## src/rtl/fifo_stream_reader.sv

```systemverilog
`default_nettype none
// ============================================================================
//  Module   : fifo_stream_reader
//  Purpose  : Read-side master for a non-FWFT FIFO primitive (FIFO18E1 style).
//             Issues fifo_rd_en under a credit rule, absorbs the fixed read
//             latency in a small circular skid buffer and presents the data
//             as a valid/ready stream sustaining one word per cycle.
//  Ports    :
//    rd_clk      in   1      read-domain clock, rising edge
//    rst         in   1      asynchronous reset, active-high
//    fifo_dout   in   WIDTH  FIFO read data, valid RD_LATENCY cycles after rd_en
//    fifo_empty  in   1      FIFO empty flag
//    fifo_rderr  in   1      FIFO read-error flag
//    fifo_rd_en  out  1      FIFO read enable
//    m_data      out  WIDTH  stream data (head of skid buffer)
//    m_valid     out  1      stream data valid
//    m_ready     in   1      consumer accepts m_data this cycle
//    words_read  out  16     count of accepted stream words, wraps
//    buf_level   out  3      skid buffer occupancy, 0..BUF_DEPTH
//    rd_err      out  1      sticky FIFO read-error flag, cleared by rst
//  Parameters: WIDTH (9/18/36), RD_LATENCY (1 or 2),
//              BUF_DEPTH (>= RD_LATENCY+1 and <= 7 so it fits buf_level)
//  Revision : 1.0  initial release
// ============================================================================
module fifo_stream_reader #(
    parameter int WIDTH      = 9,
    parameter int RD_LATENCY = 1,
    parameter int BUF_DEPTH  = RD_LATENCY + 1
) (
    input  logic             rd_clk,
    input  logic             rst,
    input  logic [WIDTH-1:0] fifo_dout,
    input  logic             fifo_empty,
    input  logic             fifo_rderr,
    output logic             fifo_rd_en,
    output logic [WIDTH-1:0] m_data,
    output logic             m_valid,
    input  logic             m_ready,
    output logic [15:0]      words_read,
    output logic [2:0]       buf_level,
    output logic             rd_err
);

    localparam int c_PTR_W = (BUF_DEPTH > 1) ? $clog2(BUF_DEPTH) : 1;
    localparam int c_SUM_W = 8;
    localparam logic [c_PTR_W-1:0] c_LAST_PTR = c_PTR_W'(BUF_DEPTH - 1);

    // ------------------------------------------------------------------
    // State
    // ------------------------------------------------------------------
    logic [RD_LATENCY-1:0] inflight_q, inflight_d;
    logic [WIDTH-1:0]      mem_q [BUF_DEPTH];
    logic [c_PTR_W-1:0]    head_q, head_d;
    logic [c_PTR_W-1:0]    tail_q, tail_d;
    logic [2:0]            level_q, level_d;
    logic [WIDTH-1:0]      last_q, last_d;
    logic [15:0]           words_q, words_d;
    logic                  err_q, err_d;

    logic                  pop;
    logic                  capture;
    logic [c_SUM_W-1:0]    inflight_cnt;
    logic [c_SUM_W-1:0]    committed;

    // A read issued in cycle t shifts to the top bit after RD_LATENCY edges,
    // which is exactly the cycle in which fifo_dout carries its data.
    generate
        if (RD_LATENCY == 1) begin : g_lat1
            assign inflight_d = fifo_rd_en;
        end else begin : g_latn
            assign inflight_d = {inflight_q[RD_LATENCY-2:0], fifo_rd_en};
        end
    endgenerate

    assign capture = inflight_q[RD_LATENCY-1];
    assign m_valid = (level_q != 3'd0);
    assign pop     = m_valid & m_ready;

    always_comb begin
        inflight_cnt = '0;
        for (int i = 0; i < RD_LATENCY; i++) begin
            inflight_cnt = inflight_cnt + c_SUM_W'(inflight_q[i]);
        end
    end

    // Credit: every slot already promised (in flight or held) must leave room
    // for one more word. Crediting this cycle's pop keeps one word per cycle
    // flowing when the consumer is always ready. level_q >= pop, so no underflow.
    assign committed  = inflight_cnt + c_SUM_W'(level_q) - c_SUM_W'(pop);
    assign fifo_rd_en = ~fifo_empty & ~rst & (committed < c_SUM_W'(BUF_DEPTH));

    // ------------------------------------------------------------------
    // Next-state logic
    // ------------------------------------------------------------------
    always_comb begin
        head_d  = head_q;
        tail_d  = tail_q;
        level_d = level_q;
        last_d  = last_q;
        words_d = words_q;
        err_d   = err_q | fifo_rderr;

        // Explicit wrap so non-power-of-two depths work.
        if (capture) begin
            tail_d = (tail_q == c_LAST_PTR) ? '0 : tail_q + c_PTR_W'(1);
        end
        if (pop) begin
            head_d  = (head_q == c_LAST_PTR) ? '0 : head_q + c_PTR_W'(1);
            last_d  = mem_q[head_q];
            words_d = words_q + 16'd1;
        end

        case ({capture, pop})
            2'b10:   level_d = level_q + 3'd1;
            2'b01:   level_d = level_q - 3'd1;
            default: level_d = level_q;
        endcase
    end

    // ------------------------------------------------------------------
    // Registers
    // ------------------------------------------------------------------
    always_ff @(posedge rd_clk or posedge rst) begin
        if (rst) begin
            inflight_q <= '0;
            head_q     <= '0;
            tail_q     <= '0;
            level_q    <= '0;
            last_q     <= '0;
            words_q    <= '0;
            err_q      <= 1'b0;
            for (int i = 0; i < BUF_DEPTH; i++) begin
                mem_q[i] <= '0;
            end
        end else begin
            inflight_q <= inflight_d;
            head_q     <= head_d;
            tail_q     <= tail_d;
            level_q    <= level_d;
            last_q     <= last_d;
            words_q    <= words_d;
            err_q      <= err_d;
            if (capture) begin
                mem_q[tail_q] <= fifo_dout;
            end
        end
    end

    // When the buffer drains, m_data keeps showing the last word delivered
    // rather than whatever stale entry the head pointer now addresses.
    assign m_data     = m_valid ? mem_q[head_q] : last_q;
    assign words_read = words_q;
    assign buf_level  = level_q;
    assign rd_err     = err_q;

    // The credit rule keeps a free slot for every in-flight read.
    a_no_overflow: assert property (@(posedge rd_clk) disable iff (rst)
        capture |-> (level_q < 3'(BUF_DEPTH)));

endmodule
`default_nettype wire

```

## config.mk

```make
export PLATFORM = sky130hd
export DESIGN_NAME = fifo_stream_reader
export DESIGN_NICKNAME = d
export VERILOG_FILES = /design/src/rtl/fifo_stream_reader.sv
export SDC_FILE = /design/constraint.sdc
export NUM_CORES = 1
export LEC_CHECK = 0
export ABC_CLOCK_PERIOD_IN_PS = 5100
export CORE_AREA = 2 2 77 79
export CTS_BUF_LIST = sky130_fd_sc_hd__clkbuf_8
export DETAILED_ROUTE_END_ITERATION = 6
export DIE_AREA = 0 0 79 81
export PLACE_DENSITY = 0.66
export RECOVER_POWER = 100
export SYNTH_ARGS = -nofsm -noshare
export SYNTH_HDL_FRONTEND = slang
export SYNTH_SLANG_ARGS = --single-unit
```

## constraint.sdc

```tcl
create_clock -name rd_clk -period 5.1 [get_ports rd_clk]
set_input_delay 1.02 -clock rd_clk [delete_from_list [all_inputs] [get_ports rd_clk]]
set_output_delay 1.02 -clock rd_clk [all_outputs]
set_load 0.02 [all_outputs]
```

# Word-level counts from Yosys, hierarchy flattened
# Cells that the tools add are included.
[totals]
regBits = 50
out_inout_bits = 31
elab_cells = 43
[op_classes]
add_sub_neg = 7
n_lt_le_gt_ge = 4
n_eq_ne = 2
mux = 10
bitwise = 8
reduce_logical = 3
[op_table]
columns = ["op", "count"]
rows = [
  ["two-way mux 9 bit", 5],
  ["bitwise mux 18 bit", 1],
  ["adder 16 x 1 -> 16 bit (second input constant)", 1],
  ["demux 9 bit (select 1 bit)", 1],
  ["< comparator 8 x 2 -> 1 bit (second input constant)", 1],
  ["one-hot mux 3 bit (2 select lines)", 1],
  ["subtractor 4 x 1 -> 5 bit", 1],
  ["adder 1 x 3 -> 4 bit", 1],
  ["greater-or-equal comparator 2 bit (second input constant)", 2],
  ["inverter 1 -> 2 bit", 2],
  ["adder 3 x 1 -> 3 bit (second input constant)", 1],
  ["AND 1 bit", 3],
  ["nonzero test 3 bit", 1],
  ["subtractor 3 x 1 -> 3 bit (second input constant)", 1],
  ["adder 1 bit (second input constant)", 2],
  ["equality test 2 x 1 -> 1 bit (second input constant)", 1],
  ["equality test 2 bit (second input constant)", 1],
  ["< comparator 2 x 1 -> 1 bit (second input constant)", 1],
  ["two-way mux 1 bit", 2],
  ["inverter 1 bit", 2],
  ["nonzero test 2 bit", 1],
  ["logical AND 1 bit", 1],
  ["OR 1 bit", 1],
]

# Depth between registers and ports, before layout
[logic_depth]
depth_word = 6
mapped_depth = 7

# Least setup slack after synthesis
# Ideal clock, no wire load.
[synth_timing]
path_type = "in2out"
start = "in m_ready"
end = "out fifo_rd_en"
arrival_time_ns = 2.638
setup_slack_ns = 1.442
stages = 6
cell_sequence = "o31a_1 nand2b_1 fa_1 xnor2_1 or4_1 nor2_1"
[synth_via]
elab_chain_cells = 4
[synth_rtl]
columns = ["item", "line", "source"]
rows = [
  ["start: declaration", "38", "input logic m_ready,"],
  ["AND 1 bit", "77", "assign pop = m_valid & m_ready;"],
  ["subtractor 4 x 1 -> 5 bit", "89", "assign committed = inflight_cnt + c_SUM_W'(level_q) - c_SUM_W'(pop);"],
  ["< comparator 8 x 2 -> 1 bit", "90", "assign fifo_rd_en = ~fifo_empty & ~rst & (committed < c_SUM_W'(BUF_DEPTH));"],
  ["AND 1 bit", "90", ""],
  ["end: declaration", "35", "output logic fifo_rd_en,"],
]
# Every way passes these cells.

# Final worst setup path
# Ends and elaborated chain as after synthesis.

==> flow_metrics.tcl <==
set metrics [dict create \
    drive_above_1_share 0.116 \
    violations "max-capacitance violations, max-slew violations" \
    synth_top_area_frac 0.542 \
    die_x_um 79 \
    synth_seq_cells 50 \
    peakVddDrop_v 0.000391 \
    vias 1520 \
    gr-total-overflow 0 \
    synth_top_area_cell "dfrtp_1" \
    cts_tree "built" \
    worst_pin_slew_ns 1.86 \
    vias_per_cell 4.81 \
    fin_crit_sh 0.939 \
    initial_core_util 0.407 \
    ys_types 34 \
    startpoint_type "input pin" \
    timing.hold.ws_ns 0.465 \
    synth_xor_area_frac 0.0797 \
    ant_nets 0 \
    hpwl_mm 2.76 \
    layout.nets 260 \
    cts-root-buf "clkbuf_8" \
    clock-skew-final_ns 0.00587 \
    final_cell_mix "50 x dfrtp_1, 43 x dlygate4sd3_1, 19 x mux2_2, 18 x nand2_1, 17 x xnor2_1" \
    synth_top_family_by_area "multiplexers" \
    grt_start_max_net_pins 51 \
    total_power_w 0.00173 \
    syn_nets 214 \
    antenna_cells 0 \
    syn_area_sq_mm 0.00231 \
    syn_area_per_cell_sq_um 11.9 \
    n_fill_cell 543 \
    grt_pass1_wl_mm 6.87 \
    arrival_ns 3.77 \
    drtIter0Drc 45 \
    hold_viol 0 \
    synth_compound_area_frac 0.0575 \
    cp-end-kind "output port" \
    wl_per_cell_um 12.8 \
    status "complete, but fails checks" \
    crit_type "input pin to output port" \
    setup_tns_ns 0 \
    die_height_um 81 \
    numPortBuffers 44 \
    core_area_sq_mm 0.00568 \
    pin_count 45 \
    drc 0 \
    drt-pass1-iter-count 7 \
    relSlewSlack -0.239 \
    htreeDepth 2 \
    p_per_area_mw_per_mm2 595 \
    grt_pass1_vias 1448 \
    max_freq_ghz 0.209 \
    rsz0062_at_grt "false" \
    yosys.area_share.adder 0.0390 \
    hold_buffers 0 \
    muxShareOfSynthArea 0.136 \
    place.gp.congestion 0.752 \
    cp_max_fo 5 \
    routed_wl_mm 4.04 \
    setup_viol 0 \
    grt_usage 0.140 \
    rows 28 \
    cts_resized 0 \
    maxSlewViolCount 51 \
    synth_warnings 0 \
    synth_seq_area_share 0.542 \
    post_cts_buffers 0 \
    clk_transition_reported_paths_ns 0.09 \
    fin_crit_ns 4.79 \
    syn_to_final_growth_pct 25.7 \
    antenna_found_initial 0 \
    min_path_type "flip-flop to flip-flop" \
    yosys.area_share.simple 0.119 \
    insertion_delay_ns 0.29 \
    netlist_top_cells_area "dfrtp_1 54%, mux2_2 9.3%, xnor2_1 6.5%" \
    cts_buffer_depth 2 \
    numCtsBuffers 5 \
    leakagePower_nw 1.33 \
    mostFrequentLayoutCell "dfrtp_1" \
    cp.required_ns 4.08 \
    syn_inst 194 \
    cap_violations 1 \
    dieArea_sq_mm 0.00640 \
    clkSinkCount 50 \
]
worst max-delay path, cell delays in order:
cell           delay [ns]
dlygate4sd3_1        0.59
o31a_1               0.17
nand2b_1             0.17
fa_1                 0.44
xnor2_1              0.13
or4_1                0.40
nor2_1               0.16
dlygate4sd3_1        0.69
synth_stat cells (all sizes together):
cell type  number
a21oi           9
a221o           1
a31oi           1
and2            1
and3            4
and3b           1
and4            1
buf             6
clkbuf          1
dfrtp          50
fa              2
ha              4
inv             5
mux2           19
mux2i          10
nand2          18
nand2b          1
nand3           6
nand3b          1
nand4           5
nor2           12
nor2b           1
o21ai          10
o31a            1
o31ai           1
or2             1
or4             1
xnor2          17
xor2            4
worst paths after layout:
check | start | depth (start not counted) | slack [ns] | to
setup reg to reg | buf_level[0]$_DFFE_PP0N_ | 5 | 2.82 | words_read[5]$_DFFE_PP0P_
hold reg to reg | rd_err$_DFF_PP0_ | 1 | 0.46 | rd_err$_DFF_PP0_
max in group asynchronous | rst | 2 | 2.24 | words_read[6]$_DFFE_PP0P_
hold / removal | rd_err$_DFF_PP0_ | 1 | 0.46 | rd_err$_DFF_PP0_
setup / recovery | m_ready | 8 | 0.31 | fifo_rd_en
min in group asynchronous | rst | 2 | 1.79 | capture$_DFF_PP0_
area by class of cell:
class,instances,area (sq um),share of cell area
flip-flops and latches,50,1250,0.431
clock buffers,5,68.8,0.0237
inverters,5,18.8,0.00647
clock inverters,3,41.3,0.0142
multi-input cells,132,978,0.337
repair buffers,46,448,0.154
well taps,75,93.8,0.0324
where the power goes:
group | switching, W | leakage [nW] | internal, W
clock network | 0.000126 | 0.0556 | 0.000144
logic | 0.000398 | 0.647 | 0.000381
registers | 0.000130 | 0.624 | 0.000547
cell families (layout without fill, tap and decap cells):
group,Yosys count,after routing
simple gates,53,53
flops,50,50
mux,29,29
compound gates,23,23
xor+xnor,21,21
buf+inv,12,59
fa+ha+maj,6,6
per-layer routing:
metal / global-route usage / routed length (um)
met5: 0 / 0
met4: 0.0379 / 25
met3: 0.0489 / 226
met2: 0.219 / 1720
met1: 0.185 / 2080
metrics by stage:
| step | cells | setup slack (ns) | utilization | cell area [sq um] |
|---|---|---|---|---|
| global route | 316 | 0.158 | 0.511 | 2900 |
| CTS | 316 | 0.408 | 0.515 | 2930 |
| finish | 316 | 0.310 | 0.511 | 2900 |
| detailed placement | 308 | 0.409 | 0.496 | 2820 |
| global placement | 308 | 0.469 | 0.496 | 2820 |
| floorplan | 194 | 1.44 | - | 2310 |
state kept, by name, summed over array words and instances (netlist names):
signal      count
buf_level       3
capture         1
head_q          1
last_q          9
mem_q          18
rd_err          1
tail_q          1
words_read     16
Note: power is estimated with default switching activity, not from simulation.
